**src/rtl/fp_conv_pkg.sv**
```systemverilog
// Shared types, defaults and configuration check for the convolution sequencer.
package fp_conv_pkg;

  localparam int AW_DEF  = 12;
  localparam int DW_DEF  = 6;
  localparam int LAT_DEF = 2;

  typedef enum logic [2:0] {
    IDLE  = 3'd0,
    LOAD  = 3'd1,
    CLR   = 3'd2,
    FEED  = 3'd3,
    DRAIN = 3'd4,
    EMIT  = 3'd5,
    NEXT  = 3'd6,
    FIN   = 3'd7
  } seq_state_e;

  function automatic logic cfg_illegal(input int unsigned n, input int unsigned m,
                                       input int unsigned s, input int unsigned np);
    return (m == 32'd0) || (s == 32'd0) || (n == 32'd0) || (m > np);
  endfunction

endpackage

```
**src/rtl/fp_conv_sequencer_if.sv**
```systemverilog
// Operand bus to the MAC/operand memories plus the result valid/ready handshake.
interface fp_conv_sequencer_if
  import fp_conv_pkg::*;
#(
  parameter int AW = AW_DEF
);
  logic [AW-1:0] img_addr;
  logic [AW-1:0] ker_addr;
  logic          op_valid;
  logic          op_pad;
  logic          mac_clr;
  logic          res_valid;
  logic [AW-1:0] res_addr;
  logic          res_ready;

  modport master (
    output img_addr, ker_addr, op_valid, op_pad, mac_clr, res_valid, res_addr,
    input  res_ready
  );

  modport slave (
    input  img_addr, ker_addr, op_valid, op_pad, mac_clr, res_valid, res_addr,
    output res_ready
  );
endinterface

```
**src/rtl/conv_win_counter.sv**
```systemverilog
// Nested kernel counter (i outer, j inner) over an M x M window; exposes next values
// so the sequencer can register its addresses one cycle ahead.
module conv_win_counter #(
  parameter int DW = 6
) (
  input  logic          CLK,
  input  logic          RST,
  input  logic          clr,
  input  logic          step,
  input  logic [DW-1:0] m,
  output logic [DW-1:0] i_nxt,
  output logic [DW-1:0] j_nxt,
  output logic          last
);
  logic [DW-1:0] i_r;
  logic [DW-1:0] j_r;
  logic          last_j_s;

  always_comb begin
    last_j_s = (j_r == m - DW'(1));
    last     = last_j_s && (i_r == m - DW'(1));
    i_nxt    = i_r;
    j_nxt    = j_r;
    if (clr) begin
      i_nxt = '0;
      j_nxt = '0;
    end else if (step) begin
      if (last_j_s) begin
        j_nxt = '0;
        i_nxt = last ? '0 : i_r + DW'(1);
      end else begin
        j_nxt = j_r + DW'(1);
        i_nxt = i_r;
      end
    end else begin
      i_nxt = i_r;
      j_nxt = j_r;
    end
  end

  always_ff @(posedge CLK or posedge RST) begin
    if (RST) begin
      i_r <= '0;
      j_r <= '0;
    end else begin
      i_r <= i_nxt;
      j_r <= j_nxt;
    end
  end
endmodule

```
**src/rtl/fp_conv_sequencer.sv**
```systemverilog
// Convolution window sequencer for the shared FP MAC.
// Zero padding is built only when FP_CONV_SEQ_PAD_EN is defined; otherwise cfg_p is ignored.
module fp_conv_sequencer
  import fp_conv_pkg::*;
#(
  parameter int AW  = AW_DEF,
  parameter int DW  = DW_DEF,
  parameter int LAT = LAT_DEF
) (
  input  logic                       CLK,
  input  logic                       RST,
  input  logic                       start,
  input  logic [DW-1:0]              cfg_n,
  input  logic [DW-1:0]              cfg_m,
  input  logic [DW-1:0]              cfg_s,
  input  logic [DW-1:0]              cfg_p,
  output logic                       busy,
  output logic                       done,
  output logic                       cfg_err,
  fp_conv_sequencer_if.master        bus
);
  localparam int XW = DW + 2;

  seq_state_e    state_r, state_nxt_s;
  logic [DW-1:0] n_r, m_r, s_r;
  logic [DW:0]   p_eff_s, np_s;
  logic [DW:0]   r0_r, c0_r, r0_nxt_s, c0_nxt_s;
  logic [AW-1:0] oidx_r, oidx_nxt_s;
  logic [7:0]    dcnt_r, dcnt_nxt_s;
  logic          err_r, err_nxt_s;
  logic          cnt_clr_s, cnt_step_s, cnt_last_s;
  logic [DW-1:0] i_nxt_s, j_nxt_s;
  logic [XW-1:0] c0_sum_s, r0_sum_s;
  logic [DW:0]   row_s, col_s;
  logic          pad_s, feed_nxt_s;
  logic [AW-1:0] img_s, ker_s;

  always_ff @(posedge CLK or posedge RST) begin
    if (RST) begin
      n_r <= '0;
      m_r <= '0;
      s_r <= '0;
    end else if (state_r == IDLE && start) begin
      n_r <= cfg_n;
      m_r <= cfg_m;
      s_r <= cfg_s;
    end else begin
      n_r <= n_r;
      m_r <= m_r;
      s_r <= s_r;
    end
  end

`ifdef FP_CONV_SEQ_PAD_EN
  logic [DW-1:0] p_r;

  always_ff @(posedge CLK or posedge RST) begin
    if (RST) begin
      p_r <= '0;
    end else if (state_r == IDLE && start) begin
      p_r <= cfg_p;
    end else begin
      p_r <= p_r;
    end
  end
  assign p_eff_s = {1'b0, p_r};
`else
  logic unused_cfg_p_s;
  assign unused_cfg_p_s = ^cfg_p;
  assign p_eff_s        = '0;
`endif

  assign np_s     = {1'b0, n_r} + {p_eff_s[DW-1:0], 1'b0};
  assign c0_sum_s = XW'(c0_r) + XW'(s_r) + XW'(m_r);
  assign r0_sum_s = XW'(r0_r) + XW'(s_r) + XW'(m_r);

  conv_win_counter #(.DW(DW)) u_win (
    .CLK   (CLK),
    .RST   (RST),
    .clr   (cnt_clr_s),
    .step  (cnt_step_s),
    .m     (m_r),
    .i_nxt (i_nxt_s),
    .j_nxt (j_nxt_s),
    .last  (cnt_last_s)
  );

  always_comb begin
    state_nxt_s = state_r;
    r0_nxt_s    = r0_r;
    c0_nxt_s    = c0_r;
    oidx_nxt_s  = oidx_r;
    dcnt_nxt_s  = dcnt_r;
    err_nxt_s   = err_r;
    cnt_clr_s   = 1'b0;
    cnt_step_s  = 1'b0;
    case (state_r)
      IDLE: begin
        if (start) begin
          state_nxt_s = LOAD;
        end else begin
          state_nxt_s = IDLE;
        end
      end
      LOAD: begin
        r0_nxt_s   = '0;
        c0_nxt_s   = '0;
        oidx_nxt_s = '0;
        cnt_clr_s  = 1'b1;
        if (cfg_illegal(32'(n_r), 32'(m_r), 32'(s_r), 32'(np_s))) begin
          err_nxt_s   = 1'b1;
          state_nxt_s = FIN;
        end else begin
          err_nxt_s   = 1'b0;
          state_nxt_s = CLR;
        end
      end
      CLR: state_nxt_s = FEED;
      FEED: begin
        cnt_step_s = 1'b1;
        if (cnt_last_s) begin
          dcnt_nxt_s  = '0;
          state_nxt_s = (LAT == 0) ? EMIT : DRAIN;
        end else begin
          state_nxt_s = FEED;
        end
      end
      DRAIN: begin
        if (dcnt_r == 8'(LAT - 1)) begin
          state_nxt_s = EMIT;
        end else begin
          dcnt_nxt_s = dcnt_r + 8'd1;
        end
      end
      EMIT: begin
        if (bus.res_ready) begin
          state_nxt_s = NEXT;
        end else begin
          state_nxt_s = EMIT;
        end
      end
      NEXT: begin
        oidx_nxt_s = oidx_r + AW'(1);
        cnt_clr_s  = 1'b1;
        if (c0_sum_s <= XW'(np_s)) begin
          c0_nxt_s    = c0_r + {1'b0, s_r};
          state_nxt_s = CLR;
        end else if (r0_sum_s <= XW'(np_s)) begin
          c0_nxt_s    = '0;
          r0_nxt_s    = r0_r + {1'b0, s_r};
          state_nxt_s = CLR;
        end else begin
          state_nxt_s = FIN;
        end
      end
      FIN:     state_nxt_s = IDLE;
      default: state_nxt_s = IDLE;
    endcase
  end

  // Addresses are formed from next-cycle origin/counter values so they can be registered.
  always_comb begin
    row_s = r0_nxt_s + {1'b0, i_nxt_s};
    col_s = c0_nxt_s + {1'b0, j_nxt_s};
    ker_s = AW'(i_nxt_s) * AW'(m_r) + AW'(j_nxt_s);
`ifdef FP_CONV_SEQ_PAD_EN
    pad_s = (row_s < p_eff_s) || (row_s >= p_eff_s + {1'b0, n_r}) ||
            (col_s < p_eff_s) || (col_s >= p_eff_s + {1'b0, n_r});
    img_s = AW'(row_s - p_eff_s) * AW'(n_r) + AW'(col_s - p_eff_s);
`else
    pad_s = 1'b0;
    img_s = AW'(row_s) * AW'(n_r) + AW'(col_s);
`endif
  end

  assign feed_nxt_s = (state_nxt_s == FEED);

  always_ff @(posedge CLK or posedge RST) begin
    if (RST) begin
      state_r <= IDLE;
      r0_r    <= '0;
      c0_r    <= '0;
      oidx_r  <= '0;
      dcnt_r  <= '0;
      err_r   <= 1'b0;
    end else begin
      state_r <= state_nxt_s;
      r0_r    <= r0_nxt_s;
      c0_r    <= c0_nxt_s;
      oidx_r  <= oidx_nxt_s;
      dcnt_r  <= dcnt_nxt_s;
      err_r   <= err_nxt_s;
    end
  end

  always_ff @(posedge CLK or posedge RST) begin
    if (RST) begin
      busy          <= 1'b0;
      done          <= 1'b0;
      cfg_err       <= 1'b0;
      bus.op_valid  <= 1'b0;
      bus.op_pad    <= 1'b0;
      bus.img_addr  <= '0;
      bus.ker_addr  <= '0;
      bus.mac_clr   <= 1'b0;
      bus.res_valid <= 1'b0;
      bus.res_addr  <= '0;
    end else begin
      busy          <= (state_nxt_s != IDLE);
      done          <= (state_nxt_s == FIN);
      cfg_err       <= (state_nxt_s == FIN) && err_nxt_s;
      bus.op_valid  <= feed_nxt_s;
      bus.op_pad    <= feed_nxt_s && pad_s;
      bus.img_addr  <= (feed_nxt_s && !pad_s) ? img_s : '0;
      bus.ker_addr  <= feed_nxt_s ? ker_s : '0;
      bus.mac_clr   <= (state_nxt_s == CLR);
      bus.res_valid <= (state_nxt_s == EMIT);
      bus.res_addr  <= (state_nxt_s == EMIT) ? oidx_nxt_s : '0;
    end
  end
endmodule

```
**src/flat_wrapper.sv**
```systemverilog
// flat-port wrapper written by rule: the top's interface ports become plain ports
module fp_conv_sequencer_flat import fp_conv_pkg::*;
#(
  parameter int AW  = AW_DEF,
  parameter int DW  = DW_DEF,
  parameter int LAT = LAT_DEF
)
  (CLK, RST, start, cfg_n, cfg_m, cfg_s, cfg_p, busy, done, cfg_err, bus_img_addr, bus_ker_addr, bus_op_valid, bus_op_pad, bus_mac_clr, bus_res_valid, bus_res_addr, bus_res_ready);
  fp_conv_sequencer_if #(.AW(AW)) bus_i ();
  input  logic CLK;
  input  logic RST;
  input  logic start;
  input  logic [DW-1:0] cfg_n;
  input  logic [DW-1:0] cfg_m;
  input  logic [DW-1:0] cfg_s;
  input  logic [DW-1:0] cfg_p;
  output logic busy;
  output logic done;
  output logic cfg_err;
  output wire logic [$bits(bus_i.img_addr)-1:0] bus_img_addr;
  output wire logic [$bits(bus_i.ker_addr)-1:0] bus_ker_addr;
  output wire logic [$bits(bus_i.op_valid)-1:0] bus_op_valid;
  output wire logic [$bits(bus_i.op_pad)-1:0] bus_op_pad;
  output wire logic [$bits(bus_i.mac_clr)-1:0] bus_mac_clr;
  output wire logic [$bits(bus_i.res_valid)-1:0] bus_res_valid;
  output wire logic [$bits(bus_i.res_addr)-1:0] bus_res_addr;
  input wire logic [$bits(bus_i.res_ready)-1:0] bus_res_ready;
  assign bus_img_addr = bus_i.img_addr;
  assign bus_ker_addr = bus_i.ker_addr;
  assign bus_op_valid = bus_i.op_valid;
  assign bus_op_pad = bus_i.op_pad;
  assign bus_mac_clr = bus_i.mac_clr;
  assign bus_res_valid = bus_i.res_valid;
  assign bus_res_addr = bus_i.res_addr;
  assign bus_i.res_ready = bus_res_ready;
  fp_conv_sequencer #(.AW(AW), .DW(DW), .LAT(LAT)) u_core (.CLK(CLK), .RST(RST), .start(start), .cfg_n(cfg_n), .cfg_m(cfg_m), .cfg_s(cfg_s), .cfg_p(cfg_p), .busy(busy), .done(done), .cfg_err(cfg_err), .bus(bus_i));
endmodule
```
**config.mk**
```make
export PLATFORM = sky130hd
export DESIGN_NAME = fp_conv_sequencer_flat
export DESIGN_NICKNAME = d
export VERILOG_FILES = /design/src/rtl/fp_conv_pkg.sv /design/src/rtl/fp_conv_sequencer_if.sv /design/src/rtl/conv_win_counter.sv /design/src/rtl/fp_conv_sequencer.sv /design/src/flat_wrapper.sv
export SDC_FILE = /design/constraint.sdc
export NUM_CORES = 1
export LEC_CHECK = 0
export ABC_AREA = 1
export CORE_MARGIN = 3
export CORE_UTILIZATION = 45
export DETAILED_ROUTE_END_ITERATION = 8
export PLACE_DENSITY = 0.66
export SYNTH_ARGS = -nofsm -noshare
export SYNTH_HDL_FRONTEND = slang
export SYNTH_SLANG_ARGS = --single-unit
```
**constraint.sdc**
```tcl
create_clock -name CLK -period 11.2 [get_ports CLK]
set_clock_uncertainty 0.1 [all_clocks]
set_input_delay 2.24 -clock CLK [delete_from_list [all_inputs] [get_ports CLK]]
set_output_delay 2.24 -clock CLK [all_outputs]
set_load 0.01 [all_outputs]
```
=== Word level (Yosys, flattened, before mapping) ===
Cells that the tools add are included.

* Bits in registers: 110
* Input port bits: 28
* Output and inout bits: 43

* Reductions and logical operators: 14
* $mul: 2
* Magnitude comparators: 3
* Add/subtract/negate cells: 15
* Muxes and demuxes: 32
* Eq/ne operators: 16

{| class="wikitable"
|+ Operators with widths
! operator !! number
|-
| two-way mux 6 bit || 7
|-
| two-way mux 12 bit || 3
|-
| adder 7 x 6 -> 7 bit || 4
|-
| two-way mux 7 bit || 4
|-
| case mux 7 bit (2 select lines) || 2
|-
| case mux 12 bit (2 select lines) || 1
|-
| case mux 3 bit (8 select lines) || 1
|-
| equality test 3 bit (second input constant) || 6
|-
| logical NOT 6 bit || 3
|-
| adder 7 x 6 -> 8 bit || 2
|-
| adder 8 x 6 -> 8 bit || 2
|-
| <= comparator 8 x 6 -> 1 bit || 2
|-
| two-way mux 8 bit || 2
|-
| case mux 8 bit (2 select lines) || 1
|-
| two-way mux 3 bit || 5
|-
| adder 12 x 1 -> 12 bit (second input constant) || 1
|-
| adder 12 x 6 -> 12 bit || 1
|-
| adder 12 x 7 -> 12 bit || 1
|-
| adder 6 x 1 -> 6 bit (second input constant) || 2
|-
| equality test 3 x 2 -> 1 bit (second input constant) || 4
|-
| equality test 6 bit || 2
|-
| multiplier 6 x 6 -> 12 bit || 1
|-
| multiplier 7 x 6 -> 12 bit || 1
|-
| adder 8 x 1 -> 8 bit (second input constant) || 1
|-
| 15 further kinds || 23
|}

=== Longest topological paths before layout ===
* Depth in word-level cells: 11
* Depth in mapped cells: 49
* Depth with buffers taken out: 49

=== Cells and area by module ===
From an unflattened synthesis, not the netlist that was laid out.

* Cell total of the unflattened synthesis: 1226
* Area total of the unflattened synthesis: 9746.8 sq um

{| class="wikitable"
|+ By module, submodules not included
! module !! cells each !! area each (sq um) !! times used !! sequential area each (sq um)
|-
| fp_conv_sequencer || 1064 || 8755.9 || 1 || 2452.4
|-
| conv_win_counter || 162 || 991.0 || 1 || 300.3
|}

=== Worst setup path before layout ===
No wires, ideal clock.

* Path type: reg2reg
* From: reg u_core.s_r[1]
* To: reg u_core.bus.img_addr[8]
* Clock period less this slack: 8.264 ns
* Arrival: 8.038 ns
* Cell stages (with the launch flop): 47
* Setup slack: 2.936 ns
* Buffers on the path: 0
* Cell sequence: dfrtp_1 -> inv_1 -> fa_1 -> inv_1 -> ha_1 -> inv_1 -> fa_1 -> o21ai_0 -> xnor2_1 -> inv_1 -> ha_1 -> nand2_1 -> nor2_1 -> nand3_1 -> nand2_1 -> nand3_1 -> nor2_1 -> inv_1 -> [... 11 more ...] -> nor2_1 -> fa_1 -> inv_1 -> fa_1 -> inv_1 -> fa_1 -> inv_1 -> fa_1 -> inv_1 -> ha_1 -> a21oi_1 -> nand2_1 -> a21oi_1 -> nor2_1 -> nor2_1 -> o21bai_1 -> o21ai_2 -> a21oi_2

* Longest elaborated chain between the ends: 10
* Elaborated cells between the ends (all ways): 28
* Classes of those cells: 9 x add/sub; 1 x mul; 2 x order compare; 1 x eq/ne; 11 x mux; 4 x reduce/logical

{| class="wikitable"
|+ RTL lines
! element !! RTL line !! RTL
|-
| start: declaration || fp_conv_sequencer.sv:25 || <nowiki>logic [DW-1:0] n_r, m_r, s_r;</nowiki>
|-
| start signal: assignment || fp_conv_sequencer.sv:46 || <nowiki>s_r <= cfg_s;</nowiki>
|-
| start signal: assignment || fp_conv_sequencer.sv:50 || <nowiki>s_r <= s_r;</nowiki>
|-
| adder 7 x 6 -> 8 bit || fp_conv_sequencer.sv:75 || <nowiki>assign r0_sum_s = XW'(r0_r) + XW'(s_r) + XW'(m_r);</nowiki>
|-
| adder 8 x 6 -> 8 bit || fp_conv_sequencer.sv:75 ||
|-
| <= comparator 8 x 6 -> 1 bit || fp_conv_sequencer.sv:148 || <nowiki>end else if (r0_sum_s <= XW'(np_s)) begin</nowiki>
|-
| two-way mux 7 bit || fp_conv_sequencer.sv:148 ||
|-
| two-way mux 7 bit (*) || fp_conv_sequencer.sv:145 || <nowiki>if (c0_sum_s <= XW'(np_s)) begin</nowiki>
|-
| case mux 7 bit (2 select lines) (*) || fp_conv_sequencer.sv:97 || <nowiki>case (state_r)</nowiki>
|-
| named net u_core.r0_nxt_s[2] || fp_conv_sequencer.sv:27 || <nowiki>logic [DW:0] r0_r, c0_r, r0_nxt_s, c0_nxt_s;</nowiki>
|-
| adder 7 x 6 -> 7 bit (*) || fp_conv_sequencer.sv:163 || <nowiki>row_s = r0_nxt_s + {1'b0, i_nxt_s};</nowiki>
|-
| multiplier 7 x 6 -> 12 bit (*) || fp_conv_sequencer.sv:172 || <nowiki>img_s = AW'(row_s) * AW'(n_r) + AW'(col_s);</nowiki>
|-
| adder 12 x 7 -> 12 bit (*) || fp_conv_sequencer.sv:172 ||
|-
| two-way mux 12 bit (*) || fp_conv_sequencer.sv:214 || <nowiki>bus.img_addr <= (feed_nxt_s && !pad_s) ? img_s : '0;</nowiki>
|-
| end signal: assignment || fp_conv_sequencer.sv:214 ||
|-
| end: declaration || fp_conv_sequencer_if.sv:17 || <nowiki>output img_addr, ker_addr, op_valid, op_pad, mac_clr, res_valid, res_addr,</nowiki>
|}

The timed path passes the listed nets; every way through them passes the cells marked *.
A chain may end at the register's enable or synchronous reset.

=== Worst setup path in the final report ===
* From: reg u_core.m_r[1]
* To: reg u_core.bus.img_addr[11]

* Elaborated cells between the ends (all ways): 37
* Classes of those cells: 6 x add/sub; 1 x mul; 3 x order compare; 3 x eq/ne; 19 x mux; 5 x reduce/logical

{| class="wikitable"
|+ RTL lines
! element !! RTL line !! RTL
|-
| start: declaration || fp_conv_sequencer.sv:25 ||
|-
| start signal: assignment || fp_conv_sequencer.sv:45 || <nowiki>m_r <= cfg_m;</nowiki>
|-
| start signal: assignment || fp_conv_sequencer.sv:49 || <nowiki>m_r <= m_r;</nowiki>
|-
| adder 8 x 6 -> 8 bit || fp_conv_sequencer.sv:75 ||
|-
| <= comparator 8 x 6 -> 1 bit || fp_conv_sequencer.sv:148 ||
|-
| two-way mux 7 bit || fp_conv_sequencer.sv:148 ||
|-
| two-way mux 7 bit (*) || fp_conv_sequencer.sv:145 ||
|-
| case mux 7 bit (2 select lines) (*) || fp_conv_sequencer.sv:97 ||
|-
| named net u_core.r0_nxt_s[3] || fp_conv_sequencer.sv:27 ||
|-
| adder 7 x 6 -> 7 bit (*) || fp_conv_sequencer.sv:163 ||
|-
| multiplier 7 x 6 -> 12 bit (*) || fp_conv_sequencer.sv:172 ||
|-
| adder 12 x 7 -> 12 bit (*) || fp_conv_sequencer.sv:172 ||
|-
| two-way mux 12 bit (*) || fp_conv_sequencer.sv:214 ||
|}

Marked as above.

==> results.md <==
- Vias in the first global route: 7753
- Routed WL per cell: 14.9 um
- Sw Ratio: between 20% and 30%
- Root Driver: clkbuf_16
- Clock Power Share: between 40% and 50%
- CTS tree: yes
- CTS-repair resized insts: 0
- Clk Latency, worst-skew pair: approximately 0.36 ns
- Fill cells: 1997
- Rows: 53
- Ports: 71
- Reg2reg end: u_core.bus.img_addr[11]$_DFF_PP0_
- Routed Wire Length: 22600 um
- H-Tree Depth: 3
- Most common cell in the netlist: inv_1
- Main flop type after synthesis: dfrtp_1
- Synth area leaders: dfrtp_1, ha_1, fa_1
- Hold Startpoint: u_core.oidx_r[11]$_DFF_PP0_
- Grt ovf: 0
- Minimum clock period: around 9.7 ns
- Hpwl dp: approximately 18000 um
- Crit path kind: flop to flop
- Synth-to-layout area growth: 12.5%
- PwrDens: 66.1 nW/um2
- P_sw: approximately 0.00018 W
- Internal: roughly 0.00056 W
- Critical Path RT: 11.40 ns
- Worst reg-to-reg setup slack: around 1.5 ns
- # DRC: 0
- Cell accounting for the most synthesized area: dfrtp_1
- Max Cap Viol: 0
- Post-synth ARST share: 100%
- Hold Slack: about 0.37 ns
- Initial core utilization: 46.4%
- Peak VDD IR: 63.9 uV
- Slew headroom: 42.9%
- Mapped Cells: roughly 1200
- Outcome: finished clean
- RSZ-0062 raised after global routing: no
- Antenna cells: 0
- Post-synth top area share: ~28%
- Post-CTS Setup Repair Bufs: 0
- Pin count of the biggest net entering global routing: 70
- Layout cells sized above 1: just over 8%
- Synth top cells by count: inv_1, nand2_1, ha_1, nor2_1, dfrtp_1
- Setup tns final: 0 ns
- DR vias/cell: between 5 and 6
- CP max-delay cell: fa_1
- Routability cong.: a little under 0.9
- Net count of the mapped netlist: approximately 1400
- Leakage: between 5 and 6 nW
- Crit share post-route: between 80% and 90%
- Slowest stage delay, CP: between 0.5 and 0.6 ns
- Worst Setup End Kind: flop
- Storage cell area: around 2800 um2
- #FFs+latches synth: between 100 and 150
- Hold Path Class: flop to flop
- Seq/Total Area, Yosys: between 20% and 30%
- Multi-input logic area: roughly 6200 um2
- WP data arrival: slightly below 10 ns
- CP dominant cell by count: inv_1
- Max Root-Sink Buffers: 2
- Crit Path Max Fanout: 9
- FF-to-FF Start: u_core.m_r[1]$_DFFE_PP0P_
- Register share of total power: about 54%
- Hold Crit Depth: 1
- Yosys Warn Count: 0
- Die height: 154 um
- Synthesized area per cell: 8.44 um2
- Fmax: ~100 MHz
- Reg2Reg Depth: 45
- Post-synth EDFFs: 0
- Clock transition at path regs: approximately 0.08 ns
- Antenna viol nets, final: 0
- GRT Util Overall: between 10% and 20%
- TritonRoute pass-1 iters: 5
- Port-buffer cells: 63
- Combinational share of power: 2.2%
- Clk sinks: 110
- Synth Cell Area: 9870 um2
- Final setup viols: 0
- Synth cell types: 54
- Core Area: 21300 um2
- Pins over their slew limit: 0
- CTS Hold Buffers Added: 0
- First-pass GRT wire length: 38300 um
- DR iter-0 viols: approximately 450
- Setup crit start kind: flop
- WHS Endpoint: u_core.oidx_r[11]$_DFF_PP0_
- Vias: 7836
- Final #Nets: 1448
- CTS buffer count: 9
- Slew @ Worst Pin: roughly 0.86 ns
- Hold Vio Cnt, Final: 0
- Initial antenna violation count: 0
- Chip Width: between 150 and 200 um
- Die footprint: around 24000 um2
[state kept, by name, indices dropped and copies added (netlist names)]
name                  flops
u_core.r0_r               7
u_core.c0_r               7
u_core.err_r              1
u_core.cfg_err            1
u_core.bus.op_valid       1
u_core.done               1
u_core.n_r                6
u_core.bus.res_valid      1
u_core.bus.res_addr      12
u_core.s_r                6
u_core.m_r                6
u_core.state_r            3
u_core.oidx_r            12
u_core.u_win.i_r          6
u_core.bus.ker_addr      12
u_core.u_win.j_r          6
u_core.dcnt_r             8
u_core.bus.mac_clr        1
u_core.busy               1
u_core.bus.img_addr      12
[stage by stage]
step,cell area (um2),power [W],std cells,setup WS (ns),util (%)
2_1_floorplan,9870,0.000411,1170,2.94,-
3_3_place_gp,10800,0.000422,1502,1.74,50.8
3_5_place_dp,10800,0.000422,1502,1.63,50.8
4_1_cts,11100,0.000746,1518,1.58,52.2
5_1_grt,11100,0.000758,1518,0.756,52.2
6_report,11100,0.000734,1518,1.55,52.2
[cells in the final DEF, fill, tap and decap left out, types with 3 or more instances in the layout]
cell type        instances
o21ai_1                  5
a21oi_2                  8
inv_1                  209
a21oi_1                 64
nand2_2                  3
nand4_1                  9
nor2_2                   8
o21ai_2                  7
xnor2_1                 20
nand2_1                199
nand4_2                  3
fa_1                    62
ha_1                   120
a32o_1                   4
nand2_4                  6
clkinv_4                 3
or2_2                    5
a21o_1                   5
mux2_2                   5
nor4_1                   4
o221ai_1                 4
nor2_4                   7
nor2_1                 112
buf_4                    4
o211ai_1                 3
nand3_1                 49
nor3_1                  15
o21bai_1                 6
xor2_1                  24
clkdlybuf4s50_1         63
inv_2                   12
o22ai_1                  6
o21ai_0                 33
o2111ai_1                5
nand3_2                  5
clkbuf_16                9
dfrtp_1                110
[how the worst max path moves through the flow]
stage                                    startpoint                                end  slack, ns  cells after the start
after floorplan           u_core.s_r[1]$_DFFE_PP0P_   u_core.bus.img_addr[8]$_DFF_PP0_       2.94                     46
after global placement    u_core.s_r[1]$_DFFE_PP0P_  u_core.bus.img_addr[11]$_DFF_PP0_       1.74                     47
after detailed placement  u_core.m_r[1]$_DFFE_PP0P_  u_core.bus.img_addr[11]$_DFF_PP0_       1.63                     47
after CTS                 u_core.m_r[1]$_DFFE_PP0P_  u_core.bus.img_addr[11]$_DFF_PP0_       1.58                     47
after global routing      u_core.s_r[1]$_DFFE_PP0P_   u_core.bus.img_addr[8]$_DFF_PP0_       0.76                     46
final                     u_core.m_r[1]$_DFFE_PP0P_  u_core.bus.img_addr[11]$_DFF_PP0_       1.55                     45
[kinds of logic (layout without fill, tap and decap cells)]
logic type	after synthesis	in the layout	share of synthesized area (%)
compound gates	157	157	9.76
xor+xnor	46	46	4.23
fa+ha+maj	182	182	27.8
buf+inv	235	308	9.20
flops	110	110	27.9
mux	5	5	0.570
other cells	1	1	0.0380
simple gates	434	434	20.5
[layer usage]
| layer | share of wire, % | up-vias | global-route usage, % |
|---|---|---|---|
| met5 | 0 | - | 0 |
| met4 | 1.4 | 0 | 4.42 |
| met3 | 5.1 | 22 | 2.93 |
| met2 | 46 | 191 | 32.0 |
| met1 | 47 | 3743 | 28.3 |
| li1 | - | 3880 | - |
[area by class of cell]
type / count / share of cell area, %
clock buffers: 10 / 2.06
clock inverters: 6 / 0.530
inverters: 225 / 7.65
multi-input cells: 825 / 55.9
flip-flops and latches: 110 / 24.8
well taps: 275 / 3.10
repair buffers: 67 / 5.95
[critical path: cells and delay by family, from the launching register on]
| family | cells | cell delay [ns] |
|---|---|---|
| fa+ha+maj | 10 | 4.16 |
| simple gates | 14 | 1.82 |
| buf+inv | 13 | 1.12 |
| compound gates | 5 | 1.05 |
| xor+xnor | 3 | 0.88 |
| flops | 1 | 0.45 |
[power groups by stage]
| stage | sequential [W] | combinational (W) | clock, W |
|---|---|---|---|
| after detailed placement | 0.000405 | 0.0000174 | 0 |
| after floorplan | 0.000405 | 0.00000628 | 0 |
| after global routing | 0.000397 | 0.0000189 | 0.000342 |
| final | 0.000397 | 0.0000164 | 0.000321 |
| after CTS | 0.000397 | 0.0000174 | 0.000332 |
| after global placement | 0.000405 | 0.0000173 | 0 |
Note: power is estimated with default switching activity, not from simulation.
